===== src/rtl/subbytes_sched.sv =====
// subbytes_sched: byte-serial AES SubBytes sequencer sharing one
// Canright S-box core, plain or first-order masked.
package subbytes_sched_pkg;

  typedef enum logic [1:0] {
    FILL,
    RUN_REQ,
    RUN_WAIT,
    DRAIN
  } state_e;

  typedef struct packed {
    logic [7:0] data;
    logic [7:0] mask;
  } entry_t;

  typedef struct packed {
    logic       masked;
    logic [7:0] data;
    logic [7:0] mask_in;
    logic [7:0] mask_out;
    logic [7:0] rnd;
  } sb_op_t;

  // Galois form of x^16+x^14+x^13+x^11+1, shifting right
  function automatic logic [15:0] lfsr_step(
    input logic [15:0] s
  );
    return {1'b0, s[15:1]}
         ^ (s[0] ? 16'hB400 : 16'h0000);
  endfunction

endpackage

module subbytes_sched
  import subbytes_sched_pkg::*;
#(
  parameter int          N_BYTES   = 16,
  parameter logic [15:0] LFSR_SEED = 16'hACE1
) (
  input  logic       clk,
  input  logic       rst_n,
  input  logic       masked_en,
  input  logic       flush,
  input  logic       in_valid,
  output logic       in_ready,
  input  logic [7:0] in_byte,
  input  logic [7:0] in_mask,
  output logic       out_valid,
  input  logic       out_ready,
  output logic [7:0] out_byte,
  output logic [7:0] out_mask,
  output logic       busy,
  output logic       done,
  output logic       sb_req,
  output logic       sb_masked,
  output logic [7:0] sb_data,
  output logic [7:0] sb_mask_in,
  output logic [7:0] sb_mask_out,
  output logic [7:0] sb_rand,
  input  logic       sb_ack,
  input  logic [7:0] sb_result
);

  localparam int IW =
    (N_BYTES > 1) ? $clog2(N_BYTES) : 1;
  localparam logic [IW-1:0] LAST =
    IW'(N_BYTES - 1);

  state_e        state_q;
  state_e        state_d;
  logic [IW-1:0] idx_q;
  logic [IW-1:0] idx_d;
  entry_t        mem_q [N_BYTES];
  entry_t        cur;
  logic          mode_q;
  logic [15:0]   lfsr_q;
  sb_op_t        op_q;
  sb_op_t        req_op;
  sb_op_t        sb_op;
  logic          idx_last;
  logic          in_fire;
  logic          out_fire;
  logic          ack_fire;

  assign cur      = mem_q[idx_q];
  assign idx_last = (idx_q == LAST);
  assign in_fire  = in_valid & in_ready;
  assign out_fire = out_valid & out_ready;
  assign ack_fire = (state_q == RUN_WAIT)
                  & sb_ack & ~flush;

  // state register
  always_ff @(posedge clk or negedge rst_n) begin
    if (!rst_n) begin
      state_q <= FILL;
      idx_q   <= '0;
    end else begin
      state_q <= state_d;
      idx_q   <= idx_d;
    end
  end

  // next state
  always_comb begin
    state_d = state_q;
    idx_d   = idx_q;
    if (flush) begin
      state_d = FILL;
      idx_d   = '0;
    end else begin
      unique case (state_q)
        FILL: begin
          if (in_fire) begin
            if (idx_last) begin
              state_d = RUN_REQ;
              idx_d   = '0;
            end else begin
              idx_d = idx_q + 1'b1;
            end
          end
        end
        RUN_REQ: state_d = RUN_WAIT;
        RUN_WAIT: begin
          if (sb_ack) begin
            if (idx_last) begin
              state_d = DRAIN;
              idx_d   = '0;
            end else begin
              state_d = RUN_REQ;
              idx_d   = idx_q + 1'b1;
            end
          end
        end
        DRAIN: begin
          if (out_fire) begin
            if (idx_last) begin
              state_d = FILL;
              idx_d   = '0;
            end else begin
              idx_d = idx_q + 1'b1;
            end
          end
        end
        default: begin
          state_d = FILL;
          idx_d   = '0;
        end
      endcase
    end
  end

  // operands for the request issued this cycle
  always_comb begin
    req_op        = '0;
    req_op.masked = mode_q;
    if (mode_q) begin
      req_op.data     = cur.data;
      req_op.mask_in  = cur.mask;
      req_op.mask_out = lfsr_q[7:0];
      req_op.rnd      = lfsr_q[15:8];
    end else begin
      req_op.data = cur.data ^ cur.mask;
    end
  end

  // outputs
  always_comb begin
    in_ready  = 1'b0;
    out_valid = 1'b0;
    busy      = 1'b0;
    sb_req    = 1'b0;
    sb_op     = '0;
    unique case (1'b1)
      (state_q == FILL):
        in_ready = rst_n & ~flush;
      (state_q == RUN_REQ): begin
        busy   = 1'b1;
        sb_req = ~flush;
        sb_op  = req_op;
      end
      (state_q == RUN_WAIT): begin
        busy  = 1'b1;
        sb_op = op_q;
      end
      (state_q == DRAIN):
        out_valid = ~flush;
      default: ;
    endcase
    done     = out_valid & out_ready & idx_last;
    out_byte = (state_q == DRAIN) ? cur.data : '0;
    out_mask = (state_q == DRAIN) ? cur.mask : '0;
  end

  assign sb_masked   = sb_op.masked;
  assign sb_data     = sb_op.data;
  assign sb_mask_in  = sb_op.mask_in;
  assign sb_mask_out = sb_op.mask_out;
  assign sb_rand     = sb_op.rnd;

  // operands are frozen for the whole wait
  always_ff @(posedge clk or negedge rst_n) begin
    if (!rst_n) begin
      mode_q <= 1'b0;
      lfsr_q <= LFSR_SEED;
      op_q   <= '0;
    end else if (!flush) begin
      if (in_fire && idx_last)
        mode_q <= masked_en;
      if (state_q == RUN_REQ) begin
        op_q <= req_op;
        if (mode_q)
          lfsr_q <= lfsr_step(lfsr_q);
      end
    end
  end

  // results overwrite their source byte in place
  always_ff @(posedge clk or negedge rst_n) begin
    if (!rst_n) begin
      for (int i = 0; i < N_BYTES; i++)
        mem_q[i] <= '0;
    end else if (in_fire) begin
      mem_q[idx_q] <= '{data: in_byte,
                        mask: in_mask};
    end else if (ack_fire) begin
      mem_q[idx_q] <= '{data: sb_result,
                        mask: op_q.mask_out};
    end
  end

endmodule


===== config.mk =====
export PLATFORM = sky130hd
export DESIGN_NAME = subbytes_sched
export DESIGN_NICKNAME = d
export VERILOG_FILES = /design/src/rtl/subbytes_sched.sv
export SDC_FILE = /design/constraint.sdc
export NUM_CORES = 1
export LEC_CHECK = 0
export CAP_MARGIN = 20
export CORE_AREA = 2 2 190 192
export DETAILED_ROUTE_END_ITERATION = 16
export DIE_AREA = 0 0 192 194
export GPL_ROUTABILITY_DRIVEN = 0
export GPL_TIMING_DRIVEN = 1
export REMOVE_ABC_BUFFERS = 1
export SYNTH_ARGS = -nofsm -noshare
export SYNTH_HDL_FRONTEND = slang
export SYNTH_SLANG_ARGS = --single-unit

===== constraint.sdc =====
create_clock -name clk -period 3.3 [get_ports clk]
set_input_delay 0.66 -clock clk [delete_from_list [all_inputs] [get_ports clk]]
set_output_delay 0.66 -clock clk [all_outputs]
set_load 0.1 [all_outputs]

==> results_dict.tcl <==
set metrics [dict create \
    die_w_microns 192 \
    critPathTopFamily "compound AO/OA/AOI/OAI gates" \
    grt_pass1_vias 10955 \
    path_cells "buf_12, buf_16, buf_4, mux4_2, a22oi_2, nand2_2, o21a_1, o31ai_4, buf_12" \
    start_kind "register" \
    ir_worst_vdd_v 0.000407 \
    cts-root-buf "clkbuf_16" \
    fin_ws_ns -0.238 \
    clock_path_buffers 3 \
    ys_ff_latch 312 \
    overflow 0 \
    async_flop_share_pct 100 \
    rsz0062_at_grt "true" \
    hpwlAfterDp_mm 27.7 \
    critPathKind "reg2out" \
    period_minus_slack_ns 3.54 \
    syn_area_sq_mm 0.0146 \
    die_h_microns 194 \
    antenna_found_initial 0 \
    firstDrtPassIters 5 \
    grt_first_pass_wirelength_mm 65.8 \
    ys_types 52 \
    cp_slowest_cell "dfrtp_2" \
    violations "negative setup slack" \
    pwr_density_cell_mw_per_mm2 729 \
    relSlewSlack_pct 36.1 \
    ys.warnings.count 0 \
    cts.sinks 312 \
    timing.final.crit_share_pct 107 \
    path_max_fanout 8 \
    ios 85 \
    htreeDepth 2 \
    num_rows 69 \
    arrival_ns 2.88 \
    vias 11238 \
    max_stage_delay_ns 0.52 \
    post_drt_wl_per_cell_microns 20.9 \
    cts_buffers 35 \
    synth_area_leaders "dfrtp_1 (52%), a21oi_1 (5.0%), mux2i_1 (4.9%)" \
    core_sq_mm 0.0352 \
    multi_input_area_sq_mm 0.00650 \
    avgSynthCellArea_sq_um 10.3 \
    area_growth_pct 26.9 \
    netlist.area_leader.share_pct 51.9 \
    synth_top_area_cell "dfrtp_1" \
    final-setup-viol-count 8 \
    start_util_pct 41.6 \
    cp_common_cell "buf_12" \
    synth_edf_count 0 \
    clk_pin_slew_ns 0.06 \
    clock_latency_ns 0.51 \
    tightestPinTransition_ns 0.959 \
    fin_nets 1579 \
    routed_wl_mm 42.4 \
    critPathRequiredTime_ns 2.64 \
    fmax_mhz 283 \
    setup-tns-final_ns -1.45 \
    dieArea_sq_mm 0.0372 \
    hp-class "reg2reg" \
    finalHoldViolations 0 \
    port_buffers 84 \
    max-cap-violations 0 \
    fillerInstances 3102 \
    whs_ns 0.471 \
    p_leak_uw 0.00811 \
    ys_seq_area_share_pct 53.4 \
    cp-end-kind "primary output" \
    seqCellArea_sq_mm 0.00782 \
    grtUsageTotal_pct 23.1 \
    synth_cells 1420 \
    grt_max_degree 76 \
    cts_tree "built" \
    drive_gt1_share_pct 23.2 \
    status "finished with violations" \
    drc 0 \
    ant_nets 0 \
    synth-main-ff-cell "dfrtp_1" \
    pre_cts_ws_ns 0.123 \
    critPathBufInv 4 \
    via_per_inst 5.55 \
    diodes 0 \
    skew_ns 0.0109 \
    drv_slew 0 \
    drtIter0Drc 1010 \
]
==> registers in the layout, summed over array words and instances, names as in the netlist <==
signal,flops
lfsr_q,16
mem_q,256
op_q,33
mode_q,1
idx_q,4
state_q,2
==> path summary, 6_finish.rpt <==
path	slack [ns]	from	cells past startpoint	to
setup reg to reg	0.64	state_q[0]	9	mem_q[129]
max in group asynchronous	0.90	rst_n	4	op_q[4]
hold reg to reg	0.47	mem_q[111]	2	mem_q[111]
setup / recovery	-0.24	idx_q[0]	9	sb_data[5]
min in group asynchronous	0.56	rst_n	2	mem_q[0]
hold / removal	0.47	mem_q[111]	2	mem_q[111]
==> layout by cell type (no fill, tap or decap), drive strengths merged, types with 9 or more instances in the layout <==
cell,count
mux2i,80
a22o,22
buf,178
mux4,32
nor2b,21
nor3,10
nand4,10
o31ai,16
clkbuf,54
a21oi,147
clkdlybuf4s50,29
o21ai,117
mux2,14
and2,20
a22oi,58
dfrtp,304
nor2,157
and3,21
a21boi,10
a21o,9
nand3,11
nand2,180
==> power by group <==
part	internal, uW	switching [uW]	total [uW]	leakage, uW
clock	2320	1520	3840	0.000554
sequential	4510	398	4910	0.00418
combinational	2180	2630	4810	0.00337
==> routing by layer <==
metal | vias to the layer above | global-route usage [%] | wire length, microns
met5 | - | 0 | 0
met4 | 0 | 6.90 | 1180
met3 | 75 | 3.78 | 2440
met2 | 345 | 36.6 | 20000
met1 | 5572 | 32.9 | 18800
li1 | 5246 | - | -
==> synth_stat cells, types with 5 or more instances <==
master and n:
a21boi_0 10, a21o_1 9, a21oi_1 147, a22o_1 22, a22oi_1 58, and2_1 20
and3_1 21, and4_1 6, buf_2 38, buf_6 8, clkbuf_1 67, dfrtp_1 304
dfstp_2 8, ha_1 8, inv_1 5, mux2_2 14, mux2i_1 71, mux2i_2 9
mux4_1 16, mux4_2 15, nand2_1 179, nand3_1 11, nand4_1 10, nor2_1 157
nor2b_1 21, nor3_1 10, o21a_1 8, o21ai_0 109, o21ai_1 8, o31ai_1 16
==> final cells by class <==
type	count	area share, %
Inverter	7	0.155
Tap cell	461	3.10
Clock inverter	6	0.485
Sequential cell	312	42.1
Clock buffer	54	5.58
Multi-Input combinational cell	976	35.0
Timing Repair Buffer	208	13.6
==> kinds of logic (layout without fill, tap and decap cells) <==
group | after synthesis | after routing | share of synthesized area [%]
buf+inv | 132 | 275 | 4.42
fa+ha+maj | 8 | 8 | 0.683
simple gates | 443 | 443 | 13.2
mux | 126 | 126 | 12.1
xor+xnor | 4 | 4 | 0.239
compound gates | 395 | 395 | 16.0
flops | 312 | 312 | 53.4
==> timing repair <==
item | CTS | global route
resized for setup | 50 | 55
hold buffers | 1 | 0
endpoints found under the hold margin | 12 | 0
endpoints found under the setup margin | 21 | 25
buffers inserted | 15 | 13
pin swaps | 10 | 28
cloned | 2 | 0
==> metrics by stage <==
step           power [uW]  area, sq um  cells  utilization (%)
5_1_grt             14200        18600   2024             52.8
4_1_cts             13300        18300   2013             52.1
6_report            13600        18600   2024             52.8
3_3_place_gp         8900        16800   1935             47.8
3_5_place_dp         8990        16800   1935             47.8
2_1_floorplan        7700        14000   1295                -
==> worst reg2reg max path: cells and delay by family, from the launching register on <==
family	cells	cell delay, ns
AND/OR/NAND/NOR	3	0.85
buffers and inverters	3	0.70
flip-flops	1	0.41
AO/OA/AOI/OAI	2	0.34
adder cells (fa/ha/maj)	1	0.28
Note: power is estimated with default switching activity, not from simulation.
